===== config.mk =====
export PLATFORM = sky130hd
export DESIGN_NAME = blend_weight_seq
export DESIGN_NICKNAME = d
export VERILOG_FILES = /design/src/rtl/blend_weight_seq.sv
export SDC_FILE = /design/constraint.sdc
export NUM_CORES = 1
export LEC_CHECK = 0
export CORE_MARGIN = 1.5
export CORE_UTILIZATION = 43
export DETAILED_ROUTE_END_ITERATION = 12
export GPL_ROUTABILITY_DRIVEN = 0
export GPL_TIMING_DRIVEN = 0
export PLACE_DENSITY_LB_ADDON = 0.08
export SLEW_MARGIN = 20
export SYNTH_ARGS = -nofsm -noshare
export SYNTH_HDL_FRONTEND = slang
export SYNTH_SLANG_ARGS = --single-unit

===== constraint.sdc =====
create_clock -name clk -period 3.45 [get_ports clk]
set_input_delay 0.5175 -clock clk [delete_from_list [all_inputs] [get_ports clk]]
set_output_delay 0.5175 -clock clk [all_outputs]
set_load 0.01 [all_outputs]

===== src/rtl/blend_weight_seq.sv =====
// -----------------------------------------------------------------------------
// blend_weight_seq
//
// Computes the static and fast blend weights (w_s, w_f) from an absolute pixel
// difference and a pair of blend thresholds. Both weights share one restoring
// divider that runs 8 iterations per weight, fast weight first, then static.
//
//   w_f = floor((df*256-1)/D), df = diff - th0
//   w_s = floor((ds*256-1)/D), ds = th1 - diff
//   D   = th1 - th0
//
// A zero operand gives a zero weight. Saturated, inverted and zero-span cases
// skip the divider and finish two cycles after the accept.
//
// Ports
//   clk        : clock, rising edge
//   rst        : asynchronous reset, active low
//   in_valid   : request valid (diff, blend_th0, blend_th1)
//   in_ready   : block idle and able to accept a request
//   diff       : absolute pixel difference, pixelBitWidth+1 bits
//   blend_th0  : lower blend threshold
//   blend_th1  : upper blend threshold
//   out_valid  : w_s / w_f hold a new result, held until out_ready
//   out_ready  : consumer takes the result
//   w_s        : static weight (registered)
//   w_f        : fast weight (registered)
//   busy       : high whenever the FSM is not idle
// -----------------------------------------------------------------------------
module blend_weight_seq #(
   parameter int pixelBitWidth     = 12,
   parameter int thresholdBitWidth = 9
) (
   input  logic                         clk,
   input  logic                         rst,
   input  logic                         in_valid,
   output logic                         in_ready,
   input  logic [pixelBitWidth:0]       diff,
   input  logic [thresholdBitWidth-1:0] blend_th0,
   input  logic [thresholdBitWidth-1:0] blend_th1,
   output logic                         out_valid,
   input  logic                         out_ready,
   output logic [7:0]                   w_s,
   output logic [7:0]                   w_f,
   output logic                         busy
);

   localparam int DW = pixelBitWidth + 1;
   localparam int TW = thresholdBitWidth;

   typedef enum logic [2:0] {
      IDLE,
      CHECK,
      DIV_F,
      DIV_S,
      DONE
   } state_t;

   // Divider start-up values for one operand.
   typedef struct packed {
      logic [TW-1:0] rem;   // initial partial remainder N[TW+7:8]
      logic [7:0]    lo;    // dividend bits still to be shifted in
      logic          zero;  // operand was zero: quotient forced to 0
   } div_init_t;

   // Dividend N = d*256-1. Its upper part equals d-1, which is below D
   // because d <= D, so the quotient always fits in 8 bits.
   function automatic div_init_t div_load(input logic [TW-1:0] d);
      div_init_t     r;
      logic [TW+7:0] n;
      n = {d, 8'h00} - (TW+8)'(1);
      if (d == '0) begin
         r.rem  = '0;
         r.lo   = '0;
         r.zero = 1'b1;
      end else begin
         r.rem  = n[TW+7:8];
         r.lo   = n[7:0];
         r.zero = 1'b0;
      end
      return r;
   endfunction

   state_t        state;
   logic [DW-1:0] diff_q;
   logic [TW-1:0] th0_q;
   logic [TW-1:0] th1_q;
   logic [TW-1:0] div_d;    // divisor D = th1 - th0
   logic [TW-1:0] ds_q;     // static-weight operand, waits for DIV_S
   logic [TW-1:0] rem;
   logic [7:0]    n_lo;
   logic [6:0]    quo;      // quotient bits gathered so far
   logic          zero_op;
   logic [2:0]    cnt;

   // ---------------------------------------------------------------------
   // Threshold classification of the registered request
   // ---------------------------------------------------------------------
   logic          lt;
   logic          gt;
   logic [TW-1:0] span;
   logic [TW-1:0] df;
   logic [TW-1:0] ds;

   // NOTE: every signal written in an always_comb block gets a value on every
   // path (defaults first); a missed path would infer a latch.
   always_comb begin
      lt   = diff_q < {{(DW-TW){1'b0}}, th0_q};
      gt   = diff_q > {{(DW-TW){1'b0}}, th1_q};
      span = th1_q - th0_q;
      // Only used when th0 <= diff <= th1, so the low TW bits are exact.
      df   = diff_q[TW-1:0] - th0_q;
      ds   = th1_q - diff_q[TW-1:0];
   end

   // ---------------------------------------------------------------------
   // One restoring-division iteration
   // ---------------------------------------------------------------------
   logic [TW:0]   shifted;
   logic          ge;
   logic [TW-1:0] rem_next;
   logic [7:0]    q_next;

   always_comb begin
      shifted  = {rem, n_lo[7]};
      ge       = shifted >= {1'b0, div_d};
      rem_next = shifted[TW-1:0];
      // rem < D, so shifted < 2D and the difference fits in TW bits.
      if (ge) rem_next = shifted[TW-1:0] - div_d;
      q_next   = {quo, ge};
   end

   // ---------------------------------------------------------------------
   // Control FSM and registered outputs
   // ---------------------------------------------------------------------
   div_init_t init_f;
   div_init_t init_s;

   always_comb begin
      init_f = div_load(df);
      init_s = div_load(ds_q);
   end

   // NOTE: all state below is sequential and uses non-blocking assignments so
   // every register samples values from before the clock edge.
   always_ff @(posedge clk or negedge rst) begin
      if (!rst) begin
         state     <= IDLE;
         diff_q    <= '0;
         th0_q     <= '0;
         th1_q     <= '0;
         div_d     <= '0;
         ds_q      <= '0;
         rem       <= '0;
         n_lo      <= '0;
         quo       <= '0;
         zero_op   <= 1'b0;
         cnt       <= '0;
         w_s       <= '0;
         w_f       <= '0;
         out_valid <= 1'b0;
         in_ready  <= 1'b1;
         busy      <= 1'b0;
      end else begin
         case (state)
            IDLE: begin
               if (in_valid) begin
                  diff_q   <= diff;
                  th0_q    <= blend_th0;
                  th1_q    <= blend_th1;
                  in_ready <= 1'b0;
                  busy     <= 1'b1;
                  state    <= CHECK;
               end
            end

            CHECK: begin
               if (lt && gt) begin
                  // Inverted thresholds: no meaningful blend.
                  w_s       <= 8'h00;
                  w_f       <= 8'h00;
                  out_valid <= 1'b1;
                  state     <= DONE;
               end else if (lt || (!gt && span == '0)) begin
                  w_s       <= 8'hFF;
                  w_f       <= 8'h00;
                  out_valid <= 1'b1;
                  state     <= DONE;
               end else if (gt) begin
                  w_s       <= 8'h00;
                  w_f       <= 8'hFF;
                  out_valid <= 1'b1;
                  state     <= DONE;
               end else begin
                  div_d   <= span;
                  ds_q    <= ds;
                  rem     <= init_f.rem;
                  n_lo    <= init_f.lo;
                  zero_op <= init_f.zero;
                  cnt     <= '0;
                  state   <= DIV_F;
               end
            end

            DIV_F: begin
               rem  <= rem_next;
               n_lo <= {n_lo[6:0], 1'b0};
               quo  <= q_next[6:0];
               cnt  <= cnt + 3'd1;
               if (cnt == 3'd7) begin
                  w_f     <= zero_op ? 8'h00 : q_next;
                  rem     <= init_s.rem;
                  n_lo    <= init_s.lo;
                  zero_op <= init_s.zero;
                  state   <= DIV_S;
               end
            end

            DIV_S: begin
               rem  <= rem_next;
               n_lo <= {n_lo[6:0], 1'b0};
               quo  <= q_next[6:0];
               cnt  <= cnt + 3'd1;
               if (cnt == 3'd7) begin
                  w_s       <= zero_op ? 8'h00 : q_next;
                  out_valid <= 1'b1;
                  state     <= DONE;
               end
            end

            DONE: begin
               if (out_ready) begin
                  out_valid <= 1'b0;
                  in_ready  <= 1'b1;
                  busy      <= 1'b0;
                  state     <= IDLE;
               end
            end

            default: begin
               out_valid <= 1'b0;
               in_ready  <= 1'b1;
               busy      <= 1'b0;
               state     <= IDLE;
            end
         endcase
      end
   end

endmodule


**Yosys cells after proc, flatten, opt, wreduce, memory -nomap -nowiden**

Cells that the tools add are included.

- Input port bits: 35
- Output and inout port bits: 19
- Logic and storage cells: 120
- Flip-flop bits (word level): 99

- Bitwise logic cells: 5
- Eq/ne operators: 13
- Muxes and demuxes: 51
- $lt $le $gt $ge: 3
- Reductions and logical operators: 25
- $add $sub $neg: 7

Operators with widths:

| operator | count |
|---|---|
| $mux W8 | 12 |
| $mux W9 | 5 |
| $mux W18 | 2 |
| $sub A9 B9 Y9 | 4 |
| $sub A17 B1 Y17 const B | 2 |
| $pmux W8 S2 | 2 |
| $mux W3 | 10 |
| $logic_not A9 Y1 | 3 |
| $pmux W9 S3 | 1 |
| $pmux W8 S3 | 1 |
| $reduce_and A4 Y1 | 5 |
| $pmux W3 S5 | 1 |
| $ne A2 B2 Y1 const B | 7 |
| $gt A13 B9 Y1 | 1 |
| $lt A13 B9 Y1 | 1 |
| $mux W1 | 12 |
| $ge A10 B9 Y1 | 1 |
| $reduce_and A3 Y1 | 3 |
| $eq A3 B2 Y1 const B | 2 |
| $eq A3 B3 Y1 const B | 2 |
| $pmux W1 S3 | 2 |
| $pmux W3 S2 | 1 |
| $reduce_bool A2 Y1 | 3 |
| $not A1 Y1 | 5 |
| other kinds (14) | 16 |

**Depth between registers and ports, before layout**

- Depth in word-level cells: 7
- Mapped depth: 13
- Gate-level depth less buffers: 12

**Worst setup path before layout**

No wires, ideal clock.

- Path type: reg-to-reg
- Start point: register diff_q[0]
- End point: register rem[5]
- Buffers on the path: 1
- Clock period less this slack: 2.972 ns
- Setup time: 0.121 ns
- Arrival time: 2.850 ns
- Setup slack: 0.478 ns
- Required time: 3.329 ns
- Cell stages (with the launch flop): 14
- Cell sequence: dfrtp_1 -> inv_1 -> ha_1 -> inv_1 -> fa_1 -> a21o_1 -> a21oi_2 -> xor2_2 -> nand2_2 -> or4_4 -> o31ai_4 -> buf_6 -> o21ai_2 -> o22a_1

- Cells in the longest elaborated chain, start to end: 7
- Elaborated cells between the ends (all ways): 18
- Classes of those cells: add/sub (2); order compare (2); eq/ne (3); mux (5); reduce/logical (6)

RTL lines:

| item | RTL line | RTL |
|---|---|---|
| from (decl) | 84 | `logic [DW-1:0] diff_q;` |
| from (signal assigned) | 167 | `diff_q <= diff;` |
| $sub A9 B9 Y9 | 111 | `df = diff_q[TW-1:0] - th0_q;` |
| $sub A17 B1 Y17 or $logic_not A9 Y1 (tied branches) | 70, 71 |  |
| $mux W18 | 71 | `if (d == '0) begin` |
| $mux W9 | 188 | `end else if (gt) begin` |
| $mux W9 | 183 | `end else if (lt \|\| (!gt && span == '0)) begin` |
| $mux W9 | 177 | `if (lt && gt) begin` |
| $pmux W9 S3 | 164 | `case (state)` |
| to (signal assigned) | 196 | `rem <= init_f.rem;` |
| to (signal assigned) | 205 | `rem <= rem_next;` |
| to (signal assigned) | 211 | `rem <= init_s.rem;` |
| to (decl) | 89 | `logic [TW-1:0] rem;` |

Several ways; a longest one is shown, not always the timed one. The select of a mux whose other input is x is not followed.
A chain may end at the register's enable or synchronous reset.

**Worst setup path after layout**

- Start point: register diff_q[0]
- End point: register rem[6]

Same word-level chain as after synthesis.

==> key figures <==
Global routing
  – Pin count of the biggest net entering global routing: 64
  – Aggregate global-route resource usage: between 10% and 20%
  – Vias in the first global route: 4913
  – Gr ovfl total: 0
  – First-pass GRT wire length: 24.8 mm
  – Initial antenna violation count: 0

STA
  – Final period util: between 90% and 100%
  – Achievable clock frequency: between 300 and 400 MHz
  – Unrepaired setup endpoints after global routing: no
  – PnR worst setup slack: 0.163 ns
  – Setup tns final: 0 ns
  – Clock Skew: roughly 0.0096 ns
  – Final setup vio count: 0
  – Final Hold Fails: 0
  – Post-route minimum period: 3.29 ns
  – Final count of pins violating max slew: 0
  – Slew margin rel.: between 30 and 40%
  – Worst-margin pin slew: ~0.93 ns

Floorplan
  – # rows: 44
  – Die Area: 0.0154 mm2
  – Die extent in x: 124 um
  – Initial Util: a little over two fifths
  – DIE HEIGHT: 124 um
  – IO Count: 54
  – Core area: 0.0144 mm2

CTS
  – Clk_lat worst skew: between 0.3 and 0.4 ns
  – H-tree depth: 3
  – Post-CTS Setup Bufs: 0
  – Clock root cell: clkbuf_16
  – Worst-path clk slew: about 0.070 ns
  – Max Root-Sink Buffers: 2
  – CTS sink count: 99
  – Num CTS Buffers: 9
  – CTS tree: done
  – Hold_buf cts: 0

Finish
  – Nets: a little over 800
  – Ant diodes: 0
  – Share of layout cells above drive strength 1: 9.07%
  – Area delta synth->final: 18.0%

Worst setup path
  – Worst path arrival time: around 3.5 ns
  – CP Launch Type: flip-flop
  – R2R depth: 13
  – Crit-path max FO: 10
  – CP Capture Type: flip-flop
  – Kind of critical path: reg -> reg
  – Worst EP required: roughly 3.7 ns

Yosys
  – Post-Syn Instances: between 600 and 700
  – Synth top cells by count: 98 x dfrtp_1, 92 x nand2_1, 56 x inv_1
  – Ys Warns: 0
  – Synth unique cells: 64
  – Post-synthesis sequential area ratio: slightly below 40%
  – Leading post-synthesis cells by cell area: dfrtp_1 39%, ha_1 9.3%, nand2_1 5.5%
  – Most frequent cell after synthesis: dfrtp_1
  – EDFF count, synth: 0
  – Syn nets: approximately 770
  – Synthesized area: 0.00632 mm2
  – Flops & latches, synth: between 90 and 100
  – Post-synth ARST share: 100%
  – Share of the synthesized area in the top cell type: between 30% and 40%
  – Post-synth top area cell: dfrtp_1
  – Post-synth top flop: dfrtp_1
  – Mean post-synth cell area: 9.29 um2

Route
  – Post-route ant nets: 0
  – First-pass DRT Iterations: 4
  – Vias per cell: 5.33
  – Iter 0 DRT Violations: approximately 240
  – Post-Route WL: between 15 and 20 mm
  – Drc violations: 0
  – Wire per inst: about 16 um
  – Vias: between 4000 and 5000

Pwr
  – LEAKAGE: around 3.3 nW
  – Comb pwr share: a little under two thirds
  – Sw Pwr: ~3.9 mW
  – Internal power: about 4.7 mW
  – PwrDens: ~1200 mW/mm2
  – Switching Share: 45.5%
  – Peak supply drop: between 0.0005 and 0.0006 V
  – Clock share of power: 13.0%
  – Sequential share of power: a little under a quarter

Place
  – Hpwl dp: roughly 12 mm
  – Pre-CTS setup slack: ~0.11 ns
  – Number of port buffers: 53

Outcome
  – Status: completed

Hold path
  – Worst hold-check path type: in -> async

Flow run
  – Max-cap violation count: 0
-- per-layer routing --
metal,routed length (um),part of all wire (%),track usage (%)
met1,6970,46,26.0
met3,503,3.3,4.44
met2,7180,48,33.2
met4,365,2.4,5.81
met5,0,0,0
-- stage by stage --
step,utilization [%],hold slack (ns),area [um2],instances,power [mW]
after global placement,49.1,0.464,7080,917,7.41
after floorplan,-,0.222,6320,680,6.12
after global routing,51.7,0.0738,7460,934,9.44
after CTS,51.6,0.0683,7440,934,8.69
final,51.7,0.0606,7460,934,8.66
after detailed placement,49.3,0.449,7110,918,7.53
-- cell usage in the layout (no fill, tap or decap), drive strengths merged, types with 3 or more instances in the layout --
cell / instances
inv: 59
o31ai: 4
dfrtp: 98
o22a: 6
nor4: 5
o211ai: 8
a21o: 14
a211oi: 5
nor2: 46
fa: 4
mux2i: 19
a21oi: 33
buf: 13
clkdlybuf4s50: 52
a2bb2oi: 8
xnor2: 20
nand2b: 9
or3: 6
nor2b: 10
nand2: 93
o21ai: 42
a31oi: 11
nand4: 6
o21a: 8
xor2: 13
ha: 47
o2111ai: 3
nand3: 11
nor3: 13
clkbuf: 24
mux2: 20
a41oi: 8
-- area by class of cell --
cell class              count  area (um2)
fillers                  1352        6970
multi-input cells         499        3520
flip-flops and latches     99        2480
repair buffers             54         559
well taps                 184         230
clock buffers               9         225
inverters                  56         210
plain buffers              26         130
clock inverters             7         108
-- registers in the layout, indices dropped and copies added (netlist names), 7 cells and up --
signal  count
quo         7
w_s         8
th1_q       9
ds_q        9
th0_q       9
rem         9
div_d       9
diff_q     13
n_lo        8
w_f         8
-- cell families (layout without fill, tap and decap cells) --
kind of cell / count (synthesis) / count (layout) / synth area share [%]
fa+ha+maj: 51 / 51 / 10.6
xor+xnor: 33 / 33 / 4.69
buf+inv: 82 / 152 / 5.37
simple gates: 211 / 211 / 15.4
mux: 39 / 39 / 6.57
compound gates: 165 / 165 / 18.2
flops: 99 / 99 / 39.2
-- power groups by stage --
stage / combinational (mW) / clock (mW) / sequential [mW]
after floorplan: 4.17 / 0 / 1.95
after global placement: 5.41 / 0 / 2.01
after detailed placement: 5.51 / 0 / 2.02
after CTS: 5.54 / 1.15 / 2.00
after global routing: 6.17 / 1.20 / 2.07
final: 5.54 / 1.13 / 1.99
-- timing repair --
action | 4_1_cts | 5_1_grt
resized for setup | 0 | 6
endpoints found under the setup margin | 0 | 4
endpoints found under the hold margin | 0 | 0
-- worst max-delay path, stage by stage (launching register included) --
cell     delay [ns]
dfrtp_1        0.39
inv_1          0.12
ha_1           0.20
inv_1          0.06
fa_1           0.41
a21o_1         0.20
a21oi_2        0.18
xor2_2         0.20
nand2_2        0.10
or4_4          0.53
o31ai_4        0.32
buf_6          0.21
o22a_1         0.16
a31oi_1        0.09
-- path summary, 6_finish.rpt --
| path | startpoint | to | slack (ns) |
|---|---|---|---|
| setup / recovery | diff_q[0] | rem[6] | 0.16 |
| hold / removal | rst | div_d[1] | 0.06 |
| setup reg to reg | diff_q[0] | rem[6] | 0.16 |
| hold reg to reg | in_ready | in_ready | 0.48 |
| max in group asynchronous | rst | in_ready | 2.71 |
| min in group clk | in_ready | in_ready | 0.48 |
No activity file was read; power rests on OpenSTA's default activity.
